File: src/rtl/cam_bbox_overlay.sv
// cam_bbox_overlay
// Tracks the bounding box and set-pixel count of the thresholded region in each
// frame, latches the result at the next vsync, and draws the previous frame's
// box outline onto the RGB565 video with one cycle of latency.
// Optional build macro: BBOX_CROSSHAIR_EN also draws the box centre row/column.

module cam_bbox_overlay #(
  parameter int unsigned X_W       = 11,
  parameter int unsigned Y_W       = 10,
  parameter int unsigned MIN_PIX   = 16,
  parameter logic [15:0] BOX_COLOR = 16'hF800
) (
  input  logic           clk,
  input  logic           rst_n,
  input  logic [15:0]    in_data,
  input  logic           thr_data,
  input  logic           thr_de,
  input  logic           thr_hs,
  input  logic           thr_vs,
  output logic [15:0]    out_data,
  output logic           out_de,
  output logic           out_hs,
  output logic           out_vs,
  output logic           box_valid,
  output logic [X_W-1:0] box_x_min,
  output logic [X_W-1:0] box_x_max,
  output logic [Y_W-1:0] box_y_min,
  output logic [Y_W-1:0] box_y_max,
  output logic [19:0]    pix_cnt
);

  localparam logic [X_W-1:0] XMax   = '1;
  localparam logic [X_W-1:0] XOne   = X_W'(1);
  localparam logic [Y_W-1:0] YMax   = '1;
  localparam logic [Y_W-1:0] YOne   = Y_W'(1);
  localparam logic [19:0]    CntMax = '1;
  localparam logic [19:0]    CntOne = 20'd1;
  localparam logic [19:0]    MinPix = 20'(MIN_PIX);

  typedef enum logic [1:0] {
    StSync,
    StActive,
    StLatch
  } state_e;

  state_e state_q, state_d;

  logic de_q, vs_q;
  logic de_fall, vs_rise;

  logic [X_W-1:0] x_q, x_d;
  logic [Y_W-1:0] y_q, y_d;

  logic acc_clear, acc_en, latch;

  logic [X_W-1:0] acc_x_min_q, acc_x_min_d;
  logic [X_W-1:0] acc_x_max_q, acc_x_max_d;
  logic [Y_W-1:0] acc_y_min_q, acc_y_min_d;
  logic [Y_W-1:0] acc_y_max_q, acc_y_max_d;
  logic [19:0]    acc_cnt_q, acc_cnt_d;

  logic           box_valid_d;
  logic [X_W-1:0] box_x_min_d, box_x_max_d;
  logic [Y_W-1:0] box_y_min_d, box_y_max_d;
  logic [19:0]    pix_cnt_d;

  logic        x_in, y_in, on_edge, on_cross, hit;
  logic [15:0] out_data_d;

  // Edge detection on the incoming data enable and vsync.
  always_ff @(posedge clk or negedge rst_n) begin
    if (!rst_n) begin
      de_q <= 1'b0;
      vs_q <= 1'b0;
    end else begin
      de_q <= thr_de;
      vs_q <= thr_vs;
    end
  end

  assign de_fall = de_q & ~thr_de;
  assign vs_rise = ~vs_q & thr_vs;

  // Pixel coordinate counters; x holds the current pixel's column during de.
  always_comb begin
    x_d = x_q;
    if (de_fall) begin
      x_d = '0;
    end else if (thr_de && (x_q != XMax)) begin
      x_d = x_q + XOne;
    end

    y_d = y_q;
    // vsync wins over a coincident end of line
    if (vs_rise) begin
      y_d = '0;
    end else if (de_fall && (y_q != YMax)) begin
      y_d = y_q + YOne;
    end
  end

  // Coordinate counter registers.
  always_ff @(posedge clk or negedge rst_n) begin
    if (!rst_n) begin
      x_q <= '0;
      y_q <= '0;
    end else begin
      x_q <= x_d;
      y_q <= y_d;
    end
  end

  // Frame FSM state register.
  always_ff @(posedge clk or negedge rst_n) begin
    if (!rst_n) begin
      state_q <= StSync;
    end else begin
      state_q <= state_d;
    end
  end

  // Frame FSM next state and control strobes.
  always_comb begin
    state_d   = state_q;
    acc_clear = 1'b0;
    acc_en    = 1'b0;
    latch     = 1'b0;
    unique case (state_q)
      StSync: begin
        // Partial frame after reset is discarded until a full frame starts.
        acc_clear = 1'b1;
        if (vs_rise) begin
          state_d = StActive;
        end
      end
      StActive: begin
        acc_en = thr_de & thr_data & ~thr_vs;
        if (vs_rise) begin
          state_d = StLatch;
        end
      end
      StLatch: begin
        latch     = 1'b1;
        acc_clear = 1'b1;
        state_d   = StActive;
      end
      default: begin
        state_d = StSync;
      end
    endcase
  end

  // Per-frame bounding box and count accumulation.
  always_comb begin
    acc_x_min_d = acc_x_min_q;
    acc_x_max_d = acc_x_max_q;
    acc_y_min_d = acc_y_min_q;
    acc_y_max_d = acc_y_max_q;
    acc_cnt_d   = acc_cnt_q;
    if (acc_clear) begin
      acc_x_min_d = '1;
      acc_x_max_d = '0;
      acc_y_min_d = '1;
      acc_y_max_d = '0;
      acc_cnt_d   = '0;
    end else if (acc_en) begin
      if (x_q < acc_x_min_q) begin
        acc_x_min_d = x_q;
      end
      if (x_q > acc_x_max_q) begin
        acc_x_max_d = x_q;
      end
      if (y_q < acc_y_min_q) begin
        acc_y_min_d = y_q;
      end
      if (y_q > acc_y_max_q) begin
        acc_y_max_d = y_q;
      end
      if (acc_cnt_q != CntMax) begin
        acc_cnt_d = acc_cnt_q + CntOne;
      end
    end
  end

  // Accumulator registers.
  always_ff @(posedge clk or negedge rst_n) begin
    if (!rst_n) begin
      acc_x_min_q <= '1;
      acc_x_max_q <= '0;
      acc_y_min_q <= '1;
      acc_y_max_q <= '0;
      acc_cnt_q   <= '0;
    end else begin
      acc_x_min_q <= acc_x_min_d;
      acc_x_max_q <= acc_x_max_d;
      acc_y_min_q <= acc_y_min_d;
      acc_y_max_q <= acc_y_max_d;
      acc_cnt_q   <= acc_cnt_d;
    end
  end

  // Commit of the finished frame; a too-small region keeps the old box.
  always_comb begin
    box_valid_d = box_valid;
    box_x_min_d = box_x_min;
    box_x_max_d = box_x_max;
    box_y_min_d = box_y_min;
    box_y_max_d = box_y_max;
    pix_cnt_d   = pix_cnt;
    if (latch) begin
      pix_cnt_d = acc_cnt_q;
      if (acc_cnt_q >= MinPix) begin
        box_valid_d = 1'b1;
        box_x_min_d = acc_x_min_q;
        box_x_max_d = acc_x_max_q;
        box_y_min_d = acc_y_min_q;
        box_y_max_d = acc_y_max_q;
      end else begin
        box_valid_d = 1'b0;
      end
    end
  end

  // Latched result registers, stable for the whole following frame.
  always_ff @(posedge clk or negedge rst_n) begin
    if (!rst_n) begin
      box_valid <= 1'b0;
      box_x_min <= '0;
      box_x_max <= '0;
      box_y_min <= '0;
      box_y_max <= '0;
      pix_cnt   <= '0;
    end else begin
      box_valid <= box_valid_d;
      box_x_min <= box_x_min_d;
      box_x_max <= box_x_max_d;
      box_y_min <= box_y_min_d;
      box_y_max <= box_y_max_d;
      pix_cnt   <= pix_cnt_d;
    end
  end

  assign x_in = (x_q >= box_x_min) && (x_q <= box_x_max);
  assign y_in = (y_q >= box_y_min) && (y_q <= box_y_max);

  // Outline hit test against the previously latched box.
  always_comb begin
    on_edge = 1'b0;
    if (((x_q == box_x_min) || (x_q == box_x_max)) && y_in) begin
      on_edge = 1'b1;
    end
    if (((y_q == box_y_min) || (y_q == box_y_max)) && x_in) begin
      on_edge = 1'b1;
    end
  end

`ifdef BBOX_CROSSHAIR_EN
  logic [X_W:0]   x_sum;
  logic [Y_W:0]   y_sum;
  logic [X_W-1:0] x_mid;
  logic [Y_W-1:0] y_mid;

  // Centre row/column; one extra bit keeps the sum from wrapping.
  always_comb begin
    x_sum    = {1'b0, box_x_min} + {1'b0, box_x_max};
    y_sum    = {1'b0, box_y_min} + {1'b0, box_y_max};
    x_mid    = x_sum[X_W:1];
    y_mid    = y_sum[Y_W:1];
    on_cross = ((x_q == x_mid) && y_in) || ((y_q == y_mid) && x_in);
  end
`else
  assign on_cross = 1'b0;
`endif

  assign hit = box_valid & thr_de & (on_edge | on_cross);

  // Output pixel selection: blanking forced to black.
  always_comb begin
    out_data_d = in_data;
    if (!thr_de) begin
      out_data_d = 16'h0000;
    end else if (hit) begin
      out_data_d = BOX_COLOR;
    end
  end

  // One-cycle output pipeline keeping data and syncs aligned.
  always_ff @(posedge clk or negedge rst_n) begin
    if (!rst_n) begin
      out_data <= 16'h0000;
      out_de   <= 1'b0;
      out_hs   <= 1'b0;
      out_vs   <= 1'b0;
    end else begin
      out_data <= out_data_d;
      out_de   <= thr_de;
      out_hs   <= thr_hs;
      out_vs   <= thr_vs;
    end
  end

endmodule

File: config.mk
export PLATFORM = sky130hd
export DESIGN_NAME = cam_bbox_overlay
export DESIGN_NICKNAME = d
export VERILOG_FILES = /design/src/rtl/cam_bbox_overlay.sv
export SDC_FILE = /design/constraint.sdc
export NUM_CORES = 1
export LEC_CHECK = 0
export BUFFER_PORTS_ARGS = -buffer_cell sky130_fd_sc_hd__buf_2
export CAP_MARGIN = 20
export CORE_MARGIN = 5
export CORE_UTILIZATION = 45
export DETAILED_ROUTE_END_ITERATION = 10
export HOLD_SLACK_MARGIN = 0.03
export SLEW_MARGIN = 20
export SYNTH_ARGS = -nofsm -noshare
export SYNTH_HDL_FRONTEND = slang
export SYNTH_SLANG_ARGS = --single-unit
File: constraint.sdc
create_clock -name clk -period 2.5 [get_ports clk]
set_input_delay 0.25 -clock clk [delete_from_list [all_inputs] [get_ports clk]]
set_output_delay 0.25 -clock clk [all_outputs]
set_load 0.02 [all_outputs]
### Word level (Yosys, flattened, before mapping)

Cells that the tools add are included.

* bits in writable memories: 0
* bits in registers: 167
* word-level logic and storage cells: 105
* output and inout bits: 82
* bits in read-only memories: 0
* memories kept: 0
* latch bits: 0
* input bits: 22

* multiply operators: 0
* equal/unequal tests: 11
* add/sub/neg operators: 3
* magnitude comparators: 9
* divide/modulo/power cells: 0
* bitwise gates (word level): 9
* reductions and logical operators: 25
* mux-type cells: 30
* shifts and indexed selects: 0

Operators with widths (count)
* 2-to-1 mux 11 bit: 8
* 2-to-1 mux 10 bit: 8
* 2-to-1 mux 20 bit: 3
* 2-to-1 mux 16 bit: 2
* equality test 11 bit: 2
* adder 20 x 1 -> 20 bit, second input constant: 1
* equality test 10 bit: 2
* greater-or-equal comparator 20 x 5 -> 1 bit, second input constant: 1
* inequality test 20 bit, second input constant: 1
* nonzero test 2 bit: 8
* AND reduction 2 bit: 7
* adder 11 x 1 -> 11 bit, second input constant: 1
* greater-or-equal comparator 11 bit: 1
* greater-than comparator 11 bit: 1
* <= comparator 11 bit: 1
* < comparator 11 bit: 1
* inequality test 11 bit, second input constant: 1
* adder 10 x 1 -> 10 bit, second input constant: 1
* greater-or-equal comparator 10 bit: 1
* greater-than comparator 10 bit: 1
* <= comparator 10 bit: 1
* < comparator 10 bit: 1
* inequality test 10 bit, second input constant: 1
* bitwise AND 1 bit: 6
* 11 further kinds: 26

### Depth between registers and ports, before layout

* depth after elaboration: 8
* depth in mapped cells: 9

### Worst setup path after synthesis

OpenSTA, ideal clock, no wires.

* path kind: register to register
* start: reg acc_x_min_q[8]
* end: reg acc_x_min_q[1]
* library setup time: 0.082 ns
* cell stages (with the launch flop): 10
* data required time: 2.418 ns
* clock period less this slack: 2.209 ns
* data arrival time: 2.128 ns
* slack: 0.291 ns
* buffers on the path: 1
* cell sequence: dfstp_2 -> inv_1 -> ha_1 -> a21o_1 -> a21o_1 -> a211o_1 -> a31oi_2 -> nand2_1 -> buf_2 -> a211o_1

* cells in the longest elaborated chain, start to end: 3

Ends and longest elaborated chain
* start, declared: RTL line 56 `logic [X_W-1:0] acc_x_min_q, acc_x_min_d;`
* start signal, assigned: RTL line 194 `acc_x_min_q <= acc_x_min_d;`
* < comparator 11 bit: RTL line 167 `if (x_q < acc_x_min_q) begin`
* nonzero test 2 bit (no source line)
* AND reduction 2 bit (no source line)

No other way between the ends.
A chain may end at the register's enable or synchronous reset.

### Final worst setup path

* start: reg y_q[7]
* end: reg out_data[13]

* cells in the longest elaborated chain, start to end: 8
* elaborated cells on any way between the ends: 13

Ends and longest elaborated chain
* start, declared: RTL line 52 `logic [Y_W-1:0] y_q, y_d;`
* start signal, assigned: RTL line 109 `y_q <= y_d;`
* greater-or-equal comparator 10 bit / <= comparator 10 bit (equally long branches): RTL line 244 `assign y_in = (y_q >= box_y_min) && (y_q <= box_y_max);`
* logical AND 1 bit: RTL line 244
* logical AND 1 bit: RTL line 249 `if (((x_q == box_x_min) || (x_q == box_x_max)) && y_in) begin`
* 2-to-1 mux 1 bit: RTL line 249
* 2-to-1 mux 1 bit (*): RTL line 252 `if (((y_q == box_y_min) || (y_q == box_y_max)) && x_in) begin`
* bitwise AND 1 bit (*): RTL line 275 `assign hit = box_valid & thr_de & (on_edge | on_cross);`
* 2-to-1 mux 16 bit (*): RTL line 282 `end else if (hit) begin`
* 2-to-1 mux 16 bit (*): RTL line 280 `if (!thr_de) begin`
* net out_data_d[13]: RTL line 68 `logic [15:0] out_data_d;`
* end signal, assigned: RTL line 295 `out_data <= out_data_d;`
* end, declared: RTL line 20 `output logic [15:0] out_data,`

The timed path passes the listed nets; every way through them passes the cells marked *.

==> results.json <==
{
  "status": "completed",
  "synth_nets": 1005,
  "p_int_w": 0.00483,
  "synth.distinct_cells": 56,
  "cts_root_buf": "clkbuf_16",
  "grt_use_met1_pct": 25.0,
  "syn-cell-area_um2": 8910,
  "die_y_um": 151,
  "crit_fanout": 16,
  "ir_drop_v": 0.000450,
  "setup_tns_ns": 0,
  "dp_cells": 1268,
  "tritoncts.num_buffers": 17,
  "drt-initial-drc-count": 311,
  "routabilityCongestion": 0.803,
  "synthArstFlopShare_pct": 100,
  "fin_skew_ns": 0.0111,
  "finalWirelength_mm": 20.7,
  "die_area_um2": 22700,
  "ant_nets": 0,
  "area_growth_pct": 19.8,
  "layout_min_cycle_time_ns": 2.32,
  "antenna_found_initial": 0,
  "grt_max_degree": 67,
  "worst_pin_slew_ns": 0.768,
  "synth_edf_count": 0,
  "cap_violations": 0,
  "worst_hold_path_type": "in2reg",
  "max_freq_ghz": 0.431,
  "slew_headroom_pct": 48.7,
  "io_buffers": 103,
  "clk_pin_slew_ns": 0.07,
  "synthCells": 897,
  "overflow": 0,
  "use_met3_pct": 3.07,
  "synth_warnings": 0,
  "remaining_drc_errors": 0,
  "power.density_nw_per_um2": 657,
  "wl_per_cell_um": 15.7,
  "clock_sinks": 167,
  "crit_required_ns": 2.87,
  "power_frac_comb_pct": 18.5,
  "clockBufferDepth": 2,
  "grt_pass1_vias": 6852,
  "met2_usage_pct": 33.0,
  "leakagePower_nw": 5.40,
  "ys_seq_area_share_pct": 47.2,
  "num_rows": 51,
  "critPathArrivalTime_ns": 2.69,
  "final_common_cell": "dfrtp_1",
  "p_sw_w": 0.00218,
  "synth-seq-cells": 167,
  "cts_tree": "built",
  "track_usage_pct": 19.4,
  "via_per_inst": 5.14,
  "grt_pass1_wl_mm": 34.6,
  "switching_share_pct": 31.1,
  "final_cell_mix": "146 x dfrtp_1, 113 x nand2_1, 102 x buf_2",
  "vias": 6770,
  "r2r_setup_slack_ns": 0.18,
  "drive_gt1_share_pct": 21.7,
  "rsz0062_at_grt": "no",
  "power_frac_clock_pct": 37.4,
  "clock_latency_ns": 0.43,
  "dp_hpwl_mm": 15.0,
  "final_net_count": 1147,
  "pin_count": 104,
  "grt-busiest-layer": "met2",
  "cts.htree.levels": 4,
  "stdcell_count": 1317,
  "endpoint_kind": "register",
  "die_w_um": 151,
  "setup_viol": 0,
  "cp-start-kind": "register",
  "final_hold_viol_count": 0,
  "core_area_um2": 19500,
  "start_util_pct": 45.8,
  "synth-main-ff-cell": "dfrtp_1",
  "n_antenna_cell": 0,
  "drt-pass1-iter-count": 5,
  "fin_crit_sh_pct": 92.8,
  "p_seq_share_pct": 44.1,
  "syn_area_per_cell_um2": 9.93,
  "crit_type": "reg2reg",
  "drv_slew": 0
}
stage by stage:
step           worst slack, ns  hold slack [ns]  instance area, µm²  utilization, %  power (W)
3_5_place_dp             0.102            0.300                9920            50.9    0.00443
5_1_grt                 0.0190           0.0388               10700            54.8    0.00739
3_3_place_gp             0.136            0.295                9920            50.9    0.00440
4_1_cts                 0.0979           0.0327               10700            54.8    0.00709
2_1_floorplan            0.291          -0.0456                8910               -    0.00396
6_report                 0.180           0.0431               10700            54.8    0.00701
final timing paths:
check,from,endpoint,cells after the start
max,y_q[7],out_data[13],7
min,in_data[7],out_data[7],3
max reg2reg,y_q[7],out_data[13],7
min reg2reg,pix_cnt[0],pix_cnt[0],2
max in group asynchronous,rst_n,acc_cnt_q[14],3
min in group asynchronous,rst_n,out_hs,2
sequential cells by signal (all words and copies together) (netlist names):
| signal | cells |
|---|---|
| box_y_max | 10 |
| out_data | 16 |
| acc_cnt_q | 20 |
| box_valid | 1 |
| acc_y_max_q | 10 |
| acc_x_max_q | 11 |
| out_hs | 1 |
| out_de | 1 |
| x_q | 11 |
| y_q | 10 |
| out_vs | 1 |
| acc_x_min_q | 11 |
| box_x_max | 11 |
| state_q | 2 |
| acc_y_min_q | 10 |
| box_x_min | 11 |
| box_y_min | 10 |
| pix_cnt | 20 |
final cells by class:
class / instances / area, µm²
Inverter: 88 / 330
Timing Repair Buffer: 153 / 965
Tap cell: 265 / 332
Multi-Input combinational cell: 612 / 4260
Clock buffer: 18 / 429
Clock inverter: 14 / 155
Sequential cell: 167 / 4210
Fill cell: 1804 / 8790
critical path, stage by stage (launching register included):
cell	delay (ns)
dfrtp_1	0.52
ha_1	0.37
nand4_1	0.17
nor3_1	0.40
a31oi_1	0.14
o32ai_2	0.36
buf_12	0.19
o21a_1	0.11
layer usage:
layer  wire [µm]  up-vias
met5           0        -
met4         474        0
met3         494       33
met2       10400       89
met1        9350     3261
li1            -     3387
cells by family (layout without fill, tap and decap cells):
kind of cell,Yosys count,after routing,synth area share [%]
xor+xnor,25,25,2.46
flops,167,167,47.2
fa+ha+maj,86,86,12.1
buf+inv,118,273,5.16
compound gates,166,166,12.2
mux,45,45,5.37
simple gates,290,290,15.5
cell usage after synthesis, types with 8 or more instances:
library cell | count | share of area [%]
dfrtp_1 | 146 | 41
nand2_1 | 114 | 4.8
inv_1 | 88 | 3.7
ha_1 | 86 | 12
o21ai_0 | 71 | 4.0
nor2_1 | 67 | 2.8
a21oi_1 | 29 | 1.6
mux2i_1 | 23 | 2.6
nand3_1 | 23 | 1.3
nand4_1 | 23 | 1.6
mux2_2 | 22 | 2.8
and3_1 | 21 | 1.5
clkbuf_1 | 21 | 0.89
dfstp_2 | 21 | 6.2
xor2_1 | 15 | 1.5
a211o_1 | 12 | 1.2
o211ai_1 | 11 | 0.93
xnor2_1 | 10 | 0.98
a211oi_1 | 8 | 0.67
a21o_1 | 8 | 0.67
o21a_1 | 8 | 0.67
timing repair:
| item | 4_1_cts | 5_1_grt |
|---|---|---|
| buffers inserted | 0 | 0 |
| endpoints found under the setup margin | 0 | 10 |
| hold endpoints to repair | 74 | 0 |
| hold buffers | 17 | 0 |
| resized for setup | 0 | 1 |
power groups by stage:
stage                     registers [W]  clock network (W)  logic, W
after floorplan                 0.00314                  0  0.000813
after global routing            0.00312            0.00281   0.00147
after detailed placement        0.00314                  0   0.00129
after global placement          0.00313                  0   0.00127
after CTS                       0.00309            0.00268   0.00132
final                           0.00309            0.00262   0.00129
(Power assumes the default switching activity.)
